## config.mk

```make
export PLATFORM = sky130hd
export DESIGN_NAME = q_measure
export DESIGN_NICKNAME = d
export VERILOG_FILES = /design/src/rtl/q_measure_pkg.sv /design/src/rtl/q_measure_edge_sync.sv /design/src/rtl/q_measure.sv
export SDC_FILE = /design/constraint.sdc
export NUM_CORES = 1
export LEC_CHECK = 0
export BUFFER_PORTS_ARGS = -buffer_cell sky130_fd_sc_hd__buf_2
export CAP_MARGIN = 30
export CORE_MARGIN = 5
export CORE_UTILIZATION = 56
export CTS_CLUSTER_SIZE = 8
export DETAILED_ROUTE_END_ITERATION = 8
export PLACE_DENSITY = 0.83
export SYNTH_ARGS = -nofsm -noshare
export SYNTH_HDL_FRONTEND = slang
export SYNTH_SLANG_ARGS = --single-unit
```

## constraint.sdc

```tcl
create_clock -name clk -period 2.45 [get_ports clk]
set_input_delay 0.1225 -clock clk [delete_from_list [all_inputs] [get_ports clk]]
set_output_delay 0.1225 -clock clk [all_outputs]
set_load 0.01 [all_outputs]
```

## src/rtl/q_measure_pkg.sv

```systemverilog
// Shared types and constants for the Q measurement front-end.
// Holds the FSM encoding, default timing constants and the phase-counter sizing helper.
package q_measure_pkg;

  typedef enum logic [1:0] {
    IDLE   = 2'd0,
    SETTLE = 2'd1,
    COUNT  = 2'd2,
    REPORT = 2'd3
  } state_e;

  localparam int DEF_SETTLE_CYCLES = 4;
  localparam int DEF_WINDOW_CYCLES = 16;

  // One phase counter times both SETTLE and COUNT, so it is sized for the longer phase.
  function automatic int phase_w(input int settle_cycles, input int window_cycles);
    int longest;
    longest = (settle_cycles > window_cycles) ? settle_cycles : window_cycles;
    return (longest > 1) ? $clog2(longest) : 1;
  endfunction

endpackage

```

## src/rtl/q_measure_edge_sync.sv

```systemverilog
// Brings the asynchronous oscillator pin into the clk domain and flags its rising edges.
// rise is a one-cycle pulse lagging the pin edge by 2-3 clk cycles.
module edge_sync (
  input  logic clk,
  input  logic rst,
  input  logic osc_i,
  output logic rise
);

  logic sync1_q;
  logic sync2_q;
  logic sync3_q;

  always_ff @(posedge clk) begin
    if (rst) begin
      sync1_q <= 1'b0;
      sync2_q <= 1'b0;
      sync3_q <= 1'b0;
    end else begin
      sync1_q <= osc_i;
      sync2_q <= sync1_q;
      sync3_q <= sync2_q;
    end
  end

  // sync3_q is only an edge-history flop; sync2_q is the first trustworthy sample.
  assign rise = sync2_q & ~sync3_q;

endmodule

```

## src/rtl/q_measure.sv

```systemverilog
// Q measurement front-end: drives the DAC code, waits for settling, then counts oscillator
// edges over a fixed gate and reports the count with a one-cycle ready strobe.
//
// Handshake: ready is a one-cycle strobe with no back-pressure; q_measured is new and valid in
// exactly the cycle ready is high and holds its value until the next report or reset.
module q_measure
  import q_measure_pkg::*;
#(
  parameter int WIDTH         = 10,
  parameter int SETTLE_CYCLES = DEF_SETTLE_CYCLES,
  parameter int WINDOW_CYCLES = DEF_WINDOW_CYCLES
) (
  input  logic             clk,
  input  logic             rst,
  input  logic             en,
  input  logic [WIDTH-1:0] i_ref_setup,
  input  logic             osc_in,
  output logic [WIDTH-1:0] dac_code,
  output logic [WIDTH-1:0] q_measured,
  output logic             ready,
  output logic             busy,
  output logic [1:0]       state_dbg
);

  localparam int               PW          = phase_w(SETTLE_CYCLES, WINDOW_CYCLES);
  localparam logic [PW-1:0]    SETTLE_LAST = PW'(SETTLE_CYCLES - 1);
  localparam logic [PW-1:0]    WINDOW_LAST = PW'(WINDOW_CYCLES - 1);
  localparam logic [PW-1:0]    PHASE_ONE   = PW'(1);
  localparam logic [WIDTH-1:0] CODE_MAX    = {WIDTH{1'b1}};
  localparam logic [WIDTH-1:0] CNT_ONE     = WIDTH'(1);

  state_e           state_q;
  logic [PW-1:0]    phase_q;
  logic [WIDTH-1:0] cnt_q;
  logic [WIDTH-1:0] cnt_d;
  logic [WIDTH-1:0] dac_q;
  logic [WIDTH-1:0] q_meas_q;
  logic             ready_q;
  logic             busy_q;
  logic             rise;
  logic             retarget;

  edge_sync u_edge_sync (
    .clk   (clk),
    .rst   (rst),
    .osc_i (osc_in),
    .rise  (rise)
  );

  // Saturating edge count: a fast oscillator must pin at full scale, never wrap to a small Q.
  always_comb begin
    cnt_d = cnt_q;
    if (rise && (cnt_q != CODE_MAX)) begin
      cnt_d = cnt_q + CNT_ONE;
    end
  end

  assign retarget = (i_ref_setup != dac_q);

  always_ff @(posedge clk) begin
    if (rst) begin
      state_q  <= IDLE;
      phase_q  <= '0;
      cnt_q    <= '0;
      dac_q    <= CODE_MAX;
      q_meas_q <= '0;
      ready_q  <= 1'b0;
      busy_q   <= 1'b0;
    end else begin
      ready_q <= 1'b0;
      case (state_q)
        IDLE: begin
          if (en) begin
            state_q <= SETTLE;
            dac_q   <= i_ref_setup;
            phase_q <= '0;
            cnt_q   <= '0;
            busy_q  <= 1'b1;
          end
        end
        SETTLE, COUNT: begin
          // Enable drop outranks a retarget: leave the DAC where it is.
          if (!en) begin
            state_q <= IDLE;
            busy_q  <= 1'b0;
          end else if (retarget) begin
            state_q <= SETTLE;
            dac_q   <= i_ref_setup;
            phase_q <= '0;
            cnt_q   <= '0;
          end else if (state_q == SETTLE) begin
            if (phase_q == SETTLE_LAST) begin
              state_q <= COUNT;
              phase_q <= '0;
            end else begin
              phase_q <= phase_q + PHASE_ONE;
            end
          end else begin
            cnt_q <= cnt_d;
            if (phase_q == WINDOW_LAST) begin
              // Include the edge seen in the final gate cycle in the reported value.
              state_q  <= REPORT;
              q_meas_q <= cnt_d;
              ready_q  <= 1'b1;
            end else begin
              phase_q <= phase_q + PHASE_ONE;
            end
          end
        end
        REPORT: begin
          if (en) begin
            state_q <= SETTLE;
            dac_q   <= i_ref_setup;
            phase_q <= '0;
            cnt_q   <= '0;
          end else begin
            state_q <= IDLE;
            busy_q  <= 1'b0;
          end
        end
        default: begin
          state_q <= IDLE;
          busy_q  <= 1'b0;
        end
      endcase
    end
  end

  assign dac_code   = dac_q;
  assign q_measured = q_meas_q;
  assign ready      = ready_q;
  assign busy       = busy_q;
  assign state_dbg  = state_q;

endmodule

```

# --- After elaboration in Yosys (flattened, before gate mapping) ---
# Index checks and enable logic that the tools add are counted.
op_classes:
  n_eq_ne: 16
  reduce_logical: 12
  addsub: 2
  n_mux: 29
  n_bitwise: 6
op_table:
  columns: ["cell", "n"]
  rows:
  - ["10-bit two-way mux", 8]
  - ["10-bit one-hot mux with 2 select lines", 2]
  - ["4-bit two-way mux", 6]
  - ["2-bit two-way mux", 6]
  - ["3-bit AND reduction", 4]
  - ["10-bit by 1-bit adder with 10-bit output, second input constant", 1]
  - ["10-bit inequality test", 1]
  - ["10-bit inequality test, second input constant", 1]
  - ["5-bit inequality test, second input constant", 2]
  - ["2-bit inequality test, second input constant", 4]
  - ["4-bit one-hot mux with 2 select lines", 1]
  - ["2-bit one-hot mux with 3 select lines", 1]
  - ["1-bit NOT", 5]
  - ["5-bit AND reduction", 1]
  - ["5-bit OR reduction", 1]
  - ["4-bit by 1-bit adder with 4-bit output, second input constant", 1]
  - ["2-bit equality test, second input constant", 2]
  - ["4-bit by 2-bit equality test with 1-bit output, second input constant", 1]
  - ["4-bit equality test, second input constant", 1]
  - ["1-bit two-way mux", 4]
  - ["4-bit inequality test, second input constant", 1]
  - ["2-bit OR reduction", 2]
  - ["3-bit inequality test, second input constant", 1]
  - ["3-bit OR reduction", 1]
  - ["7 further kinds", 7]
word_totals:
  elab_cells: 75
  output_inout_bits: 24
  register_bits: 41
  in_bits: 14

# --- Longest topological paths before layout ---
# Gate-level depths: netlist (run 1).
logic_depth:
  depth_word: 8
  depth_mapped: 9
  depth_no_buf: 7

# --- Modules after synthesis ---
# A second synthesis (run 1) with hierarchy kept.
unflattened:
  hier_cells: 238
  area_unflattened_um2: 2098.3
modules_own_cells:
  columns: ["mod", "area_per_inst_um2", "cells_per_inst", "seq_area_each_um2", "n_inst"]
  rows:
  - ["q_measure", 2010.7, 231, 760.7, 1]
  - ["edge_sync", 87.6, 7, 60.1, 1]

# --- Worst setup path before layout (run 1) ---
# OpenSTA, ideal clock, no wires.
synth_timing:
  path_kind: "reg-to-reg"
  from: "register state_q[1] (netlist: state_dbg[1])"
  to: "register q_meas_q[5] (netlist: q_measured[5])"
  t_required_ns: 2.371
  slack_ns: 0.474
  stages_incl_launch_ff: 10
  setup_time_ns: 0.079
  arrival_time_ns: 1.896
  n_path_buf: 2
  synth_period_minus_slack_ns: 1.976
  path_cell_list: "dfxtp_1 inv_1 ha_1 buf_6 and4b_2 nand4_2 nor3_4 buf_6 nor2_1 a211oi_2"
synth_via:
  elab_chain_cells: 3
  elab_cells_between_ends: 5
  classes_between: "eq/ne: 2; bitwise: 1; reduce/logical: 2"
synth_rtl:
  columns: ["item", "line", "text"]
  rows:
  - ["start: declaration", "q_measure.sv:32", "state_e state_q;"]
  - ["start signal: assignment", "q_measure.sv:62", "state_q <= IDLE;"]
  - ["start signal: assignment", "q_measure.sv:74", "state_q <= SETTLE;"]
  - ["start signal: assignment", "q_measure.sv:84", "state_q <= IDLE;"]
  - ["2-bit by 1-bit equality test with 1-bit output / 2-bit equality test (equally long branches)", "q_measure.sv:71, q_measure.sv:91", null]
  - ["2-bit OR reduction / 1-bit NOT (equally long branches)", null, null]
  - ["5-bit AND reduction (no line) (*)", null, null]
  - ["end signal: assignment", "q_measure.sv:103", "q_meas_q <= cnt_d;"]
  - ["end: declaration", "q_measure.sv:37", "logic [WIDTH-1:0] q_meas_q;"]
# Every way passes the cells marked *; elsewhere a longest branch is shown, timed or not.
# A chain may end at the register's enable or synchronous reset.

# --- Worst setup path in the final report (run 1) ---
layout_timing:
  from: "register state_q[0] (netlist: state_dbg[0])"
  to: "register q_meas_q[6] (netlist: q_measured[6])"
# The elaborated chain is that of the path after synthesis.

==> results of run 1 <==
## power by group through the flow
stage          Combinational (mW)  Sequential, mW  Clock [mW]
2_1_floorplan               0.112           0.717           0
3_3_place_gp                0.160           0.711           0
3_5_place_dp                0.162           0.711           0
4_1_cts                     0.164           0.696       0.487
5_1_grt                     0.178           0.699       0.522
6_report                    0.163           0.696       0.480
## placed cells by master (no fill, tap or decap), types with 5 or more instances in the layout
cell	instances
inv_1	10
dfxtp_1	41
nand3_1	9
o21ai_1	6
mux2i_1	6
nand2b_1	6
a31oi_1	5
nand4_1	7
buf_2	37
clkbuf_8	7
xnor2_2	5
nor3_1	17
ha_1	6
nor2b_1	8
xnor2_1	9
nor2_1	23
nand2_1	19
a21oi_1	12
## metal layers
layer | part of all wire, % | GRT usage, %
met5 | 0 | 0
met4 | 1.6 | 7.79
met3 | 6.3 | 5.37
met2 | 45 | 28.1
met1 | 47 | 24.0
## cell type report
class                   count  area [um2]
clock inverters             1        5.00
fillers                   363        1380
well taps                  50        62.6
flip-flops and latches     41         821
multi-input cells         190        1310
clock buffers               7        96.3
repair buffers             40         208
inverters                  10        37.5
## kinds of logic after synthesis
logic type | Yosys count
simple gates | 114
compound gates | 50
flops | 41
buf+inv | 22
xor+xnor | 14
mux | 6
fa+ha+maj | 6
## worst max-delay path: cells and delay by family (launching register included)
kind	cells	cell delay (ns)
mux	1	0.23
fa+ha+maj	1	0.37
flops	1	0.40
simple gates	4	0.68
buf+inv	2	0.34
## state kept, by name (all words and copies together) (netlist names)
name / cells
state_dbg: 2
dac_code: 10
u_edge_sync.sync1_q: 1
u_edge_sync.sync3_q: 1
busy: 1
ready: 1
cnt_q: 10
u_edge_sync.sync2_q: 1
q_measured: 10
phase_q: 4
## worst paths after layout
| path | to | slack (ns) | depth (start not counted) |
|---|---|---|---|
| worst min register to register | u_edge_sync.sync2_q$_SDFF_PP0_ | 0.45 | 1 |
| worst max-delay path | q_measured[6]$_SDFFE_PP0P_ | 0.38 | 8 |
| worst min-delay path | u_edge_sync.sync1_q$_SDFF_PP0_ | 0.04 | 2 |
| worst max register to register | q_measured[6]$_SDFFE_PP0P_ | 0.38 | 8 |
==> flow_summary.json, run 1 <==
{
  "dpl.hpwl_mm": 3.25,
  "finalSetupTns_ns": 0,
  "critPathMaxStageDelay_ns": 0.40,
  "postCtsSetupRepairBufs": 0,
  "firstDrtPassIters": 4,
  "fmax_mhz": 484,
  "synth-simple-area-share_pct": 29.6,
  "p_sw_mw": 0.334,
  "tightest_slew_ns": 0.697,
  "rr_startpoint": "state_dbg[0]$_SDFFE_PP0P_",
  "hold_path_class": "input port to flop",
  "via_per_inst": 5.65,
  "fin_area_mm2": 0.00254,
  "slew_violations": 0,
  "clk_pin_slew_ns": 0.07,
  "syn-num-nets": 273,
  "synth_adder_area_share_pct": 3.37,
  "fp.coreArea_mm2": 0.00391,
  "fin_worst_skew_ns": 0.00414,
  "p_seq_share_pct": 52.0,
  "initial_utilization_pct": 56.9,
  "area_growth_pct": 13.9,
  "fin_nets": 308,
  "synth.avg_cell_area_um2": 8.80,
  "synth_xor_area_share_pct": 7.20,
  "ir_worst_vdd_mv": 0.395,
  "synth-edff-count": 0,
  "path_cells": "inv_1 -> ha_1 -> and2_1 -> nand4_2 -> nor3_4 -> buf_4 -> mux2i_1 -> nor2b_1",
  "antenna_cells": 0,
  "swShare_pct": 25.0,
  "fin_crit_sh_pct": 84.4,
  "synth_warnings": 0,
  "cts_sinks": 41,
  "globalplace.congestion": 0.893,
  "p_leak_nw": 0.970,
  "drt_iter0_drc": 156,
  "combPwrFrac_pct": 12.2,
  "synth_top_family_by_area": "simple AND/OR/NAND/NOR gates",
  "tritoncts": "yes",
  "critPathSlowestCell": "dfxtp_1",
  "post_cts_resized": 0,
  "clockRootBuffer": "clkbuf_8",
  "hold_ws_ns": 0.0402,
  "pwr-share-clk_pct": 35.8,
  "p_total_mw": 1.34,
  "io_pins": 38,
  "slew_headroom_pct": 53.6,
  "htreeDepth": 2,
  "setup_violations": 0,
  "dp_slack_ns": 0.402,
  "die_area_mm2": 0.00534,
  "synth_mux_area_share_pct": 2.70,
  "yosysMostFrequentCell": "dfxtp_1",
  "end_kind": "flop",
  "start_kind": "flop",
  "dieHeight_um": 73.0,
  "syn_area_mm2": 0.00223,
  "ys_seq_area_share_pct": 36.9,
  "pwr_density_cell_mw_per_mm2": 528,
  "synth-compound-area-share_pct": 15.9,
  "grt_max_degree": 29,
  "clkLatencyLatePin_ns": 0.29,
  "synth_top_area_share_pct": 36.9,
  "path_max_fanout": 17,
  "async_reset_ff_share_pct": 0,
  "synth-seq-cells": 41,
  "layout-drive-gt1-share_pct": 23.2,
  "critPathRequiredTime_ns": 2.68,
  "crit_path_start": "state_dbg[0]$_SDFFE_PP0P_",
  "yosys.area.top_type": "dfxtp_1",
  "cts_hold_buf": 0,
  "rsz0062_at_grt": "no",
  "grt_pass1_vias": 1790,
  "vias": 1917,
  "die_x_um": 73.0,
  "syn_inst": 253,
  "post-route-util_pct": 64.8,
  "rows": 23,
  "ant_nets": 0,
  "worstSetupPathType": "flop to flop",
  "placed_cell_area_mm2": 0.00243,
  "grt_overflow": 0,
  "wirelength_mm": 4.48,
  "p_int_mw": 1.00,
  "synth-main-ff-cell": "dfxtp_1",
  "cts_made_buffers": 5,
  "synth_commonest_cells": "41 x dfxtp_1, 23 x nor2_1, 19 x nand2_1, 17 x nor3_1, 12 x a21oi_1",
  "critPathArrivalTime_ns": 2.30,
  "clockBufferDepth": 2,
  "drc_errors": 0,
  "grt_util_all_layers_pct": 18.4,
  "layoutNonFillerInstCount": 339,
  "outcome": "completed",
  "dpl.cell_count": 331,
  "finalHoldViolations": 0,
  "antenna_found_initial": 0,
  "netlist-cell-type-count": 54,
  "synth.area.top_cells": "dfxtp_1 37%, nor2_1 3.9%, nor3_1 3.8%",
  "finalCriticalPeriod_ns": 2.07,
  "holdCritStartpoint": "osc_in",
  "port_buffers": 37,
  "maxCapViolCount": 0,
  "wl_per_cell_um": 13.2,
  "grt_pass1_wl_mm": 7.78,
  "layout_setup_ws_ns": 0.383
}
No activity file was read; power rests on OpenSTA's default activity.
==> inputs of run 2 (changes only) <==
- clock period: 2.45 -> 2.15 ns (I/O delays scaled with it)
==> flow_summary.json, run 2 (same netlist as run 1, synthesis figures left out) <==
{
  "outcome": "completed",
  "wl_per_cell_um": 13.6,
  "dpl.hpwl_mm": 3.45,
  "fmax_mhz": 489,
  "slew_violations": 0,
  "multiInputGateArea_mm2": 0.00131,
  "fin_crit_sh_pct": 95.1,
  "p_leak_nw": 0.984,
  "area_growth_pct": 15.9,
  "antenna_found_initial": 0,
  "die_area_mm2": 0.00534,
  "pwr_density_cell_mw_per_mm2": 625,
  "htreeDepth": 2,
  "critPathRequiredTime_ns": 2.34,
  "via_per_inst": 5.70,
  "grtUsageMet1_pct": 22.8,
  "finalHoldViolations": 0,
  "firstDrtPassIters": 4,
  "grt_max_degree": 28,
  "tritoncts": "yes",
  "swShare_pct": 25.3,
  "port_buffers": 37,
  "layout-drive-gt1-share_pct": 24.1,
  "finalSetupTns_ns": 0,
  "fp.coreArea_mm2": 0.00391,
  "vias": 1945,
  "clkLatencyLatePin_ns": 0.30,
  "final_cell_mix": "41 x dfxtp_1, 37 x buf_2, 23 x nor2_1",
  "grt_overflow": 0,
  "ir_worst_vdd_mv": 0.417,
  "start_kind": "flop",
  "layout_commonest_cell": "dfxtp_1",
  "globalplace.congestion": 0.810,
  "p_sw_mw": 0.407,
  "fillers": 340,
  "p_total_mw": 1.61,
  "antenna_cells": 0,
  "clockRootBuffer": "clkbuf_8",
  "cts_sinks": 41,
  "cts_made_buffers": 5,
  "grt_pass1_wl_mm": 7.73,
  "p_int_mw": 1.20,
  "path_max_fanout": 7,
  "ant_nets": 0,
  "pwr-share-clk_pct": 39.0,
  "tightest_slew_ns": 0.756,
  "grt_use_met2_pct": 29.9,
  "wirelength_mm": 4.65,
  "hold_path_class": "input port to flop",
  "busiest_layer": "met2",
  "worstSetupPathType": "flop to flop",
  "p_seq_share_pct": 49.2,
  "initial_utilization_pct": 56.9,
  "finalCriticalPeriod_ns": 2.04,
  "clockBufferDepth": 2,
  "grt_use_met3_pct": 4.82,
  "critPathArrivalTime_ns": 2.23,
  "clk_pin_slew_ns": 0.08,
  "rows": 23,
  "slew_headroom_pct": 49.6,
  "io_pins": 38,
  "grt_pass1_vias": 1746,
  "drc_errors": 0,
  "regArea_um2": 821,
  "end_kind": "flop",
  "postCtsSetupRepairBufs": 0,
  "maxCapViolCount": 0,
  "grt_util_all_layers_pct": 18.3,
  "cts_hold_buf": 0,
  "drt_iter0_drc": 153,
  "rsz0062_at_grt": "no",
  "die_x_um": 73.0,
  "dieHeight_um": 73.0,
  "combPwrFrac_pct": 11.8,
  "fin_worst_skew_ns": 0.00643,
  "setup_violations": 0,
  "fin_nets": 310
}
[run 2: cell types whose count changed in the layout (fill, tap and decap cells not counted), sizes merged]
cell,change
clkinvlp,+1
clkbuf,-2
buf,+2
bufinv,+1
[run 2: layer usage]
metal | part of all wire (%) | vias up | wire [um]
met3 | 5.6 | 7 | 262
met4 | 1.6 | 0 | 74
li1 | - | 989 | -
met1 | 46 | 896 | 2140
met5 | 0 | - | 0
met2 | 47 | 53 | 2170
[run 2: worst paths after layout]
check | slack (ns) | from | depth (start not counted) | end
setup / recovery | 0.11 | state_dbg[1]$_SDFFE_PP0P_ | 6 | state_dbg[0]$_SDFFE_PP0P_
setup reg to reg | 0.11 | state_dbg[1]$_SDFFE_PP0P_ | 6 | state_dbg[0]$_SDFFE_PP0P_
hold / removal | 0.02 | osc_in | 2 | u_edge_sync.sync1_q$_SDFF_PP0_
hold reg to reg | 0.44 | u_edge_sync.sync1_q$_SDFF_PP0_ | 1 | u_edge_sync.sync2_q$_SDFF_PP0_
[run 2: through the flow]
stage          cells  util, %  instance area, um2  hold slack (ns)  setup slack [ns]
2_1_floorplan    253        -                2230            0.236             0.174
3_3_place_gp     333     62.9                2460            0.317             0.257
3_5_place_dp     333     62.9                2460            0.336             0.185
4_1_cts          341     65.9                2580           0.0188             0.142
5_1_grt          341     65.9                2580           0.0283            0.0475
6_report         341     65.9                2580           0.0202             0.106
[run 2: worst max-delay path, cell delays in order, from the launching register on]
cell,delay [ns]
dfxtp_1,0.33
inv_1,0.12
ha_1,0.30
nor4bb_1,0.48
nor2_1,0.19
a211o_1,0.29
o221a_1,0.22
[run 2: timing repair]
item / CTS / global route
resized for setup: 0 / 1
setup endpoints to repair: 0 / 1
hold endpoints to repair: 0 / 0
[run 2: cell type report]
cell class | count | area share (%)
Sequential cell | 41 | 31.8
Timing Repair Buffer | 42 | 9.12
Clock buffer | 5 | 2.67
Clock inverter | 3 | 1.80
Inverter | 10 | 1.46
Tap cell | 50 | 2.43
Multi-Input combinational cell | 190 | 50.7
[run 2: power groups by stage]
stage / clock (mW) / combinational (mW) / sequential (mW)
2_1_floorplan: 0 / 0.128 / 0.817
3_3_place_gp: 0 / 0.185 / 0.810
3_5_place_dp: 0 / 0.189 / 0.811
4_1_cts: 0.638 / 0.190 / 0.793
5_1_grt: 0.674 / 0.210 / 0.796
6_report: 0.628 / 0.191 / 0.793
